<file path="config.mk">
export PLATFORM = sky130hd
export DESIGN_NAME = fetch_queue
export DESIGN_NICKNAME = d
export VERILOG_FILES = /design/src/rtl/fetch_queue.sv
export SDC_FILE = /design/constraint.sdc
export NUM_CORES = 1
export LEC_CHECK = 0
export CAP_MARGIN = 10
export CORE_MARGIN = 10
export CORE_UTILIZATION = 38
export CTS_CLUSTER_SIZE = 14
export DETAILED_ROUTE_END_ITERATION = 6
export GPL_ROUTABILITY_DRIVEN = 1
export PLACE_DENSITY = 0.66
export SLEW_MARGIN = 20
export SYNTH_ARGS = -nofsm -noshare
export SYNTH_HDL_FRONTEND = slang
export SYNTH_SLANG_ARGS = --single-unit
export TNS_END_PERCENT = 5
</file>
<file path="constraint.sdc">
create_clock -name clk -period 5.6 [get_ports clk]
set_input_delay 0.56 -clock clk [delete_from_list [all_inputs] [get_ports clk]]
set_output_delay 0.56 -clock clk [all_outputs]
set_load 0.01 [all_outputs]
</file>
<file path="src/rtl/fetch_queue.sv">
// In-order fetch buffer between instruction memory and decode.
// Holds up to DEPTH {inst, pc, brid} entries. The head is driven from registers, and a branch flushes the queue.
module fetch_queue #(
    parameter int unsigned WORD   = 32,
    parameter int unsigned ADDR   = 32,
    parameter int unsigned W_BRID = 4,
    parameter int unsigned DEPTH  = 4,
    parameter int unsigned W_CNT  = $clog2(DEPTH) + 1
) (
    input  logic              clk,
    input  logic              reset,
    input  logic              v_i,
    input  logic [WORD-1:0]   inst_i,
    input  logic [ADDR-1:0]   pc_i,
    input  logic [W_BRID-1:0] brid_i,
    output logic              stall_o,
    input  logic              branch_i,
    output logic              v_o,
    output logic [WORD-1:0]   inst_o,
    output logic [ADDR-1:0]   pc_o,
    output logic [W_BRID-1:0] brid_o,
    input  logic              stall_i,
    output logic [W_CNT-1:0]  count_o
);

    localparam int unsigned PW = $clog2(DEPTH);
    localparam logic [W_CNT-1:0] FULL_CNT = W_CNT'(DEPTH);

    logic [WORD-1:0]   mem_inst [DEPTH];
    logic [ADDR-1:0]   mem_pc   [DEPTH];
    logic [W_BRID-1:0] mem_brid [DEPTH];

    logic [PW-1:0]    rd_ptr;
    logic [PW-1:0]    wr_ptr;
    logic [W_CNT-1:0] count;

    logic full;
    logic empty;
    logic pop;
    logic push;

    assign full  = (count == FULL_CNT);
    assign empty = (count == '0);
    assign pop   = v_o & ~stall_i;
    // A pop in the same cycle frees the slot, so a full queue still accepts a push.
    assign push  = v_i & (~full | pop);

    assign stall_o = full & ~pop;
    assign v_o     = ~empty;
    assign inst_o  = mem_inst[rd_ptr];
    assign pc_o    = mem_pc[rd_ptr];
    assign brid_o  = mem_brid[rd_ptr];
    assign count_o = count;

    always_ff @(posedge clk or negedge reset) begin
        if (!reset) begin
            rd_ptr <= '0;
            wr_ptr <= '0;
            count  <= '0;
            for (int unsigned i = 0; i < DEPTH; i++) begin
                mem_inst[i] <= '0;
                mem_pc[i]   <= '0;
                mem_brid[i] <= '0;
            end
        end else if (branch_i) begin
            // Any wrong-path push in this cycle is dropped. The stale storage contents are left in place.
            rd_ptr <= '0;
            wr_ptr <= '0;
            count  <= '0;
        end else begin
            if (push) begin
                mem_inst[wr_ptr] <= inst_i;
                mem_pc[wr_ptr]   <= pc_i;
                mem_brid[wr_ptr] <= brid_i;
                wr_ptr           <= wr_ptr + 1'b1;
            end
            if (pop) begin
                rd_ptr <= rd_ptr + 1'b1;
            end
            case ({push, pop})
                2'b10:   count <= count + 1'b1;
                2'b01:   count <= count - 1'b1;
                default: count <= count;
            endcase
        end
    end

endmodule
</file>
==> impl_metrics.tcl, run 1 <==
set metrics [dict create \
    status "finished clean" \
    finished_layout_cells 1319 \
    max-vdd-ir-drop_uv 287 \
    dp_hpwl_mm 17.1 \
    first_pass_grt_wire_length_mm 44.0 \
    remaining_design_rule_violation_count 0 \
    die_area_um2 40800 \
    cts_resized 0 \
    placed_cells_incl_taps 1267 \
    finalCritPeriodShare 0.641 \
    crit_chain "buf_4, mux4_2, clkdlybuf4s50_1" \
    max_clock_freq_mhz 279 \
    portBuffers 145 \
    cts_max_path_buffers 3 \
    clock_insertion_delay_worst_skew_ns 0.54 \
    cts.sink_count 279 \
    setup_tns_ns 0 \
    vias_per_cell 5.07 \
    worst_slew_margin_rel 0.324 \
    synth-seq-area-share 0.555 \
    post_synth_inst_count 718 \
    num-fill-cells 2822 \
    setup_violations 0 \
    yosys_warnings 0 \
    mappedNetlistArea_um2 12600 \
    grt_remaining_overflow 0 \
    hold_path.class "input port to async pin" \
    die_height_um 202 \
    groute.usage.overall 0.134 \
    finalInstanceArea_um2 15500 \
    wl_per_cell_um 20.9 \
    avgSynthCellArea_um2 17.5 \
    clkPwrFrac 0.322 \
    path_depth_of_the_worst_reg2reg_path 4 \
    netSwitchingPower_mw 1.66 \
    detail_route.first_pass.iterations 4 \
    placementRows 66 \
    power.total_mw 6.75 \
    dr_total_vias 6687 \
    first_global_vias 7541 \
    skew_ns 0.0155 \
    cell_at_the_root_of_the_clock_tree "clkbuf_16" \
    cts_tree "yes" \
    p_per_area_nw_per_um2 436 \
    startpoint "rd_ptr[0]" \
    worstPathArrival_ns 3.03 \
    synthDistinctLibCells 30 \
    slew_violations 0 \
    reg2reg_from "count_o[0]" \
    area_delta_synth_final_pct 23.1 \
    intPower_mw 5.09 \
    portion_of_total_power_attributed_to_combinational_logic 0.256 \
    floorplan.initialDensity 0.386 \
    grt_start_max_net_pins 114 \
    drt-initial-drc-count 253 \
    critical-path-max-stage-delay_ns 0.72 \
    path_clk_slew_ns 0.06 \
    timing.critical_path.from_type "register" \
    chipWidth_um 202 \
    placeable_core_region_um2 32600 \
    hold_buffer_count_at_cts 0 \
    antenna_found_initial 2 \
    worstSetupPathType "register to output pin" \
    final.min_clock_period_ns 3.59 \
    nNetsFinal 935 \
    end_kind "output pin" \
    cts_setup_buffers 0 \
    ant_nets 0 \
    leakage_nw 6.87 \
    timing.critical_path.slowest_stage_cell "dfrtp_4" \
    share_seq_of_total_power 0.422 \
    cts.htree.levels 1 \
    final_core_utilization 0.475 \
    top_level_ports 146 \
    place_area_um2 14400 \
    hold_viol 0 \
    ys_ff_latch 279 \
    max_cap_viol_count 0 \
    antenna-diode-count 0 \
    grt_setup_unrepaired "no" \
    worstPathMaxFanout 28 \
    required_ns 5.04 \
    switching_share 0.246 \
    worst-slew-pin-transition_ns 1.01 \
    final_layout_size_suffix_gt1_frac 0.466 \
    gp_congestion 0.724 \
    cts_made_buffers 30 \
    mappedNetlistNets 796 \
    drt-total-wl_mm 27.5 \
]
power groups by stage:
stage               Clock, mW  Sequential [mW]  Combinational, mW
floorplan                   0             2.77               1.14
global placement            0             2.87               1.73
finish                   2.17             2.85               1.73
detailed placement          0             2.88               1.77
global route             2.31             2.92               1.86
CTS                      2.24             2.85               1.77
cell families after synthesis:
family / count (synthesis) / share of synthesized area
AND/OR/NAND/NOR: 21 / 0.0157
multiplexers: 340 / 0.389
flip-flops: 279 / 0.555
adder cells (fa/ha/maj): 5 / 0.00557
buffers and inverters: 56 / 0.0267
AO/OA/AOI/OAI: 15 / 0.00706
XOR/XNOR: 2 / 0.00139
state kept, by name, summed over array words and instances (netlist names):
signal and cells:
rd_ptr 2, mem_inst 128, count_o 3, mem_pc 128
wr_ptr 2, mem_brid 16
cells in the final DEF (no fill, tap or decap):
master / n
nor2_1: 1
bufinv_16: 6
nand2_1: 1
ha_1: 4
clkbuf_1: 1
clkbuf_16: 31
or4_1: 1
dfrtp_1: 277
nand2b_1: 1
clkdlybuf4s50_1: 144
fa_1: 1
o211ai_1: 1
mux4_2: 68
mux2_2: 192
nor2b_1: 1
nand4bb_1: 1
o31ai_1: 1
o21ai_0: 4
a31oi_1: 1
buf_4: 10
xor2_1: 2
nor3_1: 2
buf_8: 1
mux2_4: 80
nand3b_1: 2
clkinv_2: 6
inv_1: 7
dfrtp_4: 2
buf_12: 1
o2111ai_1: 2
or3_1: 3
nand3_1: 4
a21oi_1: 6
nand4b_4: 4
clkbuf_8: 8
path summary, 6_finish.rpt:
path	to	slack [ns]
setup / recovery	inst_o[6]	2.01
hold / removal	mem_pc[47]	0.07
setup reg to reg	mem_pc[98]	2.49
hold reg to reg	mem_pc[63]	0.50
max in group asynchronous	count_o[0]	4.28
min in group clk	mem_pc[63]	0.50
critical path, delay by kind of cell (launching register included):
| family | cells | cell delay [ns] |
|---|---|---|
| mux | 1 | 0.61 |
| buf+inv | 2 | 1.14 |
| flops | 1 | 0.72 |
routing by layer:
metal  up-vias  GRT usage  share of wire
met5         -          0        0.00095
met4         4     0.0250          0.017
met3        37     0.0318          0.047
met2       119      0.226           0.49
met1      3568      0.173           0.44
li1       2959          -              -
stage by stage:
| stage | setup slack, ns | hold WS [ns] |
|---|---|---|
| after global placement | 1.75 | 0.482 |
| after floorplan | 3.21 | 0.264 |
| final | 2.01 | 0.0675 |
| after detailed placement | 1.71 | 0.488 |
| after global routing | 1.80 | 0.115 |
| after CTS | 1.88 | 0.0858 |
area by class of cell:
type                       count  area (um2)  area share
tap                          442         553      0.0357
clock buffer                  40         890      0.0574
inverter                       7        26.3     0.00170
multi-input combinational    383        5270       0.340
timing repair buffer         156        1550       0.100
clock inverter                12         210      0.0136
sequential                   279        6990       0.451
synthesized netlist by cell type (all sizes together):
library cell	n	area share
xor2	2	0.0014
o21ai	4	0.0016
inv	7	0.0021
ha	4	0.0040
nand2	1	0.00030
buf	40	0.022
or4	1	0.00060
a31oi	1	0.00050
mux2	272	0.27
or3	3	0.0015
nor2	1	0.00030
nor2b	1	0.00050
nand3	4	0.0016
a21oi	6	0.0024
clkbuf	9	0.0027
mux4	68	0.12
nand2b	1	0.00050
dfrtp	279	0.55
fa	1	0.0016
o211ai	1	0.00060
o31ai	1	0.00060
nand4b	4	0.0076
o2111ai	2	0.0014
nor3	2	0.00080
nand4bb	1	0.00089
nand3b	2	0.0012
No activity file was read; power rests on OpenSTA's default activity.
==> run 2, diff against run 1 <==
==> constraint.sdc (replaced) <==
create_clock -name clk -period 3.6 [get_ports clk]
set_input_delay 0.36 -clock clk [delete_from_list [all_inputs] [get_ports clk]]
set_output_delay 0.36 -clock clk [all_outputs]
set_load 0.01 [all_outputs]
==> impl_metrics.tcl, run 2 (same netlist as run 1, synthesis figures left out) <==
set metrics [dict create \
    share_seq_of_total_power 0.429 \
    cts_made_buffers 31 \
    wl_per_cell_um 20.1 \
    top_level_ports 146 \
    most_common_cell_after_layout_fill_and_taps_aside "dfrtp_1" \
    nNetsFinal 948 \
    portBuffers 145 \
    end_kind "output pin" \
    crit_chain "buf_4, mux4_2, clkdlybuf4s50_1" \
    antenna-diode-count 0 \
    path_depth_of_the_worst_reg2reg_path 6 \
    gp_congestion 0.696 \
    timing.critical_path.from_type "register" \
    worstPathArrival_ns 2.78 \
    worstPathMaxFanout 59 \
    cts_tree "yes" \
    hold_viol 0 \
    setup_slack_of_the_most_critical_reg_to_reg_path_ns 1.06 \
    die_area_um2 40800 \
    placement.setup.worst_slack_ns 0.891 \
    max_clock_freq_mhz 319 \
    skew_ns 0.0128 \
    first_pass_grt_wire_length_mm 43.3 \
    critical_path_depth 3 \
    place_area_um2 14600 \
    floorplan.initialDensity 0.386 \
    hold_path.class "input port to async pin" \
    remaining_design_rule_violation_count 0 \
    cts_max_path_buffers 3 \
    max-vdd-ir-drop_uv 390 \
    final_layout_size_suffix_gt1_frac 0.466 \
    placeable_core_region_um2 32600 \
    detail_route.first_pass.iterations 4 \
    cts.htree.levels 1 \
    dr_total_vias 6772 \
    worst-slew-pin-transition_ns 1.01 \
    cts_resized 0 \
    worst_slew_margin_rel 0.324 \
    crit-reg2reg-capture "count_o[2]" \
    worstSetupPathType "register to output pin" \
    most-common-layout-cells "277 x dfrtp_1, 192 x mux2_2, 144 x clkdlybuf4s50_1" \
    placementRows 66 \
    first_global_vias 7447 \
    largest_registers "mem_inst: 128 flops, mem_pc: 128 flops, mem_brid: 16 flops" \
    grt_start_max_net_pins 99 \
    timing.critical_path.slowest_stage_cell "dfrtp_4" \
    worst_path_dominant_cell_family "flip-flops" \
    reg2reg_from "count_o[0]" \
    vias_per_cell 5.07 \
    finalInstanceArea_um2 15600 \
    netSwitchingPower_mw 2.57 \
    antenna_found_initial 1 \
    setup_tns_ns 0 \
    required_ns 3.24 \
    intPower_mw 7.79 \
    post-route-worst-setup-slack_ns 0.463 \
    final.min_clock_period_ns 3.14 \
    status "finished clean" \
    grt_remaining_overflow 0 \
    clkPwrFrac 0.311 \
    setup_violations 0 \
    cts.sink_count 279 \
    ant_nets 0 \
    drt-initial-drc-count 251 \
    switching_share 0.248 \
    finalCritPeriodShare 0.871 \
    chipWidth_um 202 \
    portion_of_total_power_attributed_to_combinational_logic 0.261 \
    critical-path-max-stage-delay_ns 1.09 \
    cell_at_the_root_of_the_clock_tree "clkbuf_16" \
    clock_insertion_delay_worst_skew_ns 0.55 \
    drt-total-wl_mm 26.9 \
    max_cap_viol_count 0 \
    area_delta_synth_final_pct 24.2 \
    dp_hpwl_mm 16.7 \
    slew_violations 0 \
    die_height_um 202 \
    leakage_nw 6.93 \
    grt_setup_unrepaired "no" \
    timing.critical_path.buf_inv 2 \
    path_clk_slew_ns 0.06 \
    groute.usage.overall 0.131 \
    p_per_area_nw_per_um2 662 \
]
## run 2: worst max path at each step
stage | to | slack [ns] | from
CTS | inst_o[12] | 0.40 | rd_ptr[1]
finish | inst_o[12] | 0.46 | rd_ptr[1]
detailed placement | count_o[2] | 0.89 | v_i
floorplan | count_o[2] | 1.33 | count_o[0]
global route | inst_o[13] | 0.35 | rd_ptr[1]
global placement | count_o[2] | 0.88 | v_i
## run 2: timing repair
item                      4_1_cts  5_1_grt
hold buffers                    1        0
buffers inserted                0        0
hold endpoints to repair       92        0
## run 2: per-layer routing
| layer | global-route usage | share of wire |
|---|---|---|
| met5 | 0 | 0.00048 |
| met4 | 0.0266 | 0.014 |
| met3 | 0.0352 | 0.059 |
| met2 | 0.207 | 0.47 |
| met1 | 0.177 | 0.45 |
## run 2: power by group through the flow
stage | registers [mW] | logic [mW] | clock network [mW]
finish | 4.44 | 2.70 | 3.22
global route | 4.56 | 2.90 | 3.46
detailed placement | 4.49 | 2.74 | 0
CTS | 4.45 | 2.76 | 3.32
global placement | 4.47 | 2.70 | 0
floorplan | 4.30 | 1.77 | 0
## run 2: metrics by stage
stage / utilization / power, mW / hold slack, ns / instances
after floorplan: - / 6.07 / 0.0644 / 718
after global placement: 0.447 / 7.17 / 0.457 / 1278
after detailed placement: 0.447 / 7.23 / 0.457 / 1278
after CTS: 0.479 / 10.5 / 0.445 / 1335
after global routing: 0.479 / 10.9 / 0.487 / 1335
final: 0.479 / 10.4 / 0.419 / 1335
## run 2: cell type report
class | instances | area (um2)
inverters | 7 | 26.3
fillers | 2772 | 17000
well taps | 442 | 553
clock inverters | 10 | 153
multi-input cells | 383 | 5270
flip-flops and latches | 279 | 6990
clock buffers | 46 | 892
repair buffers | 168 | 1760
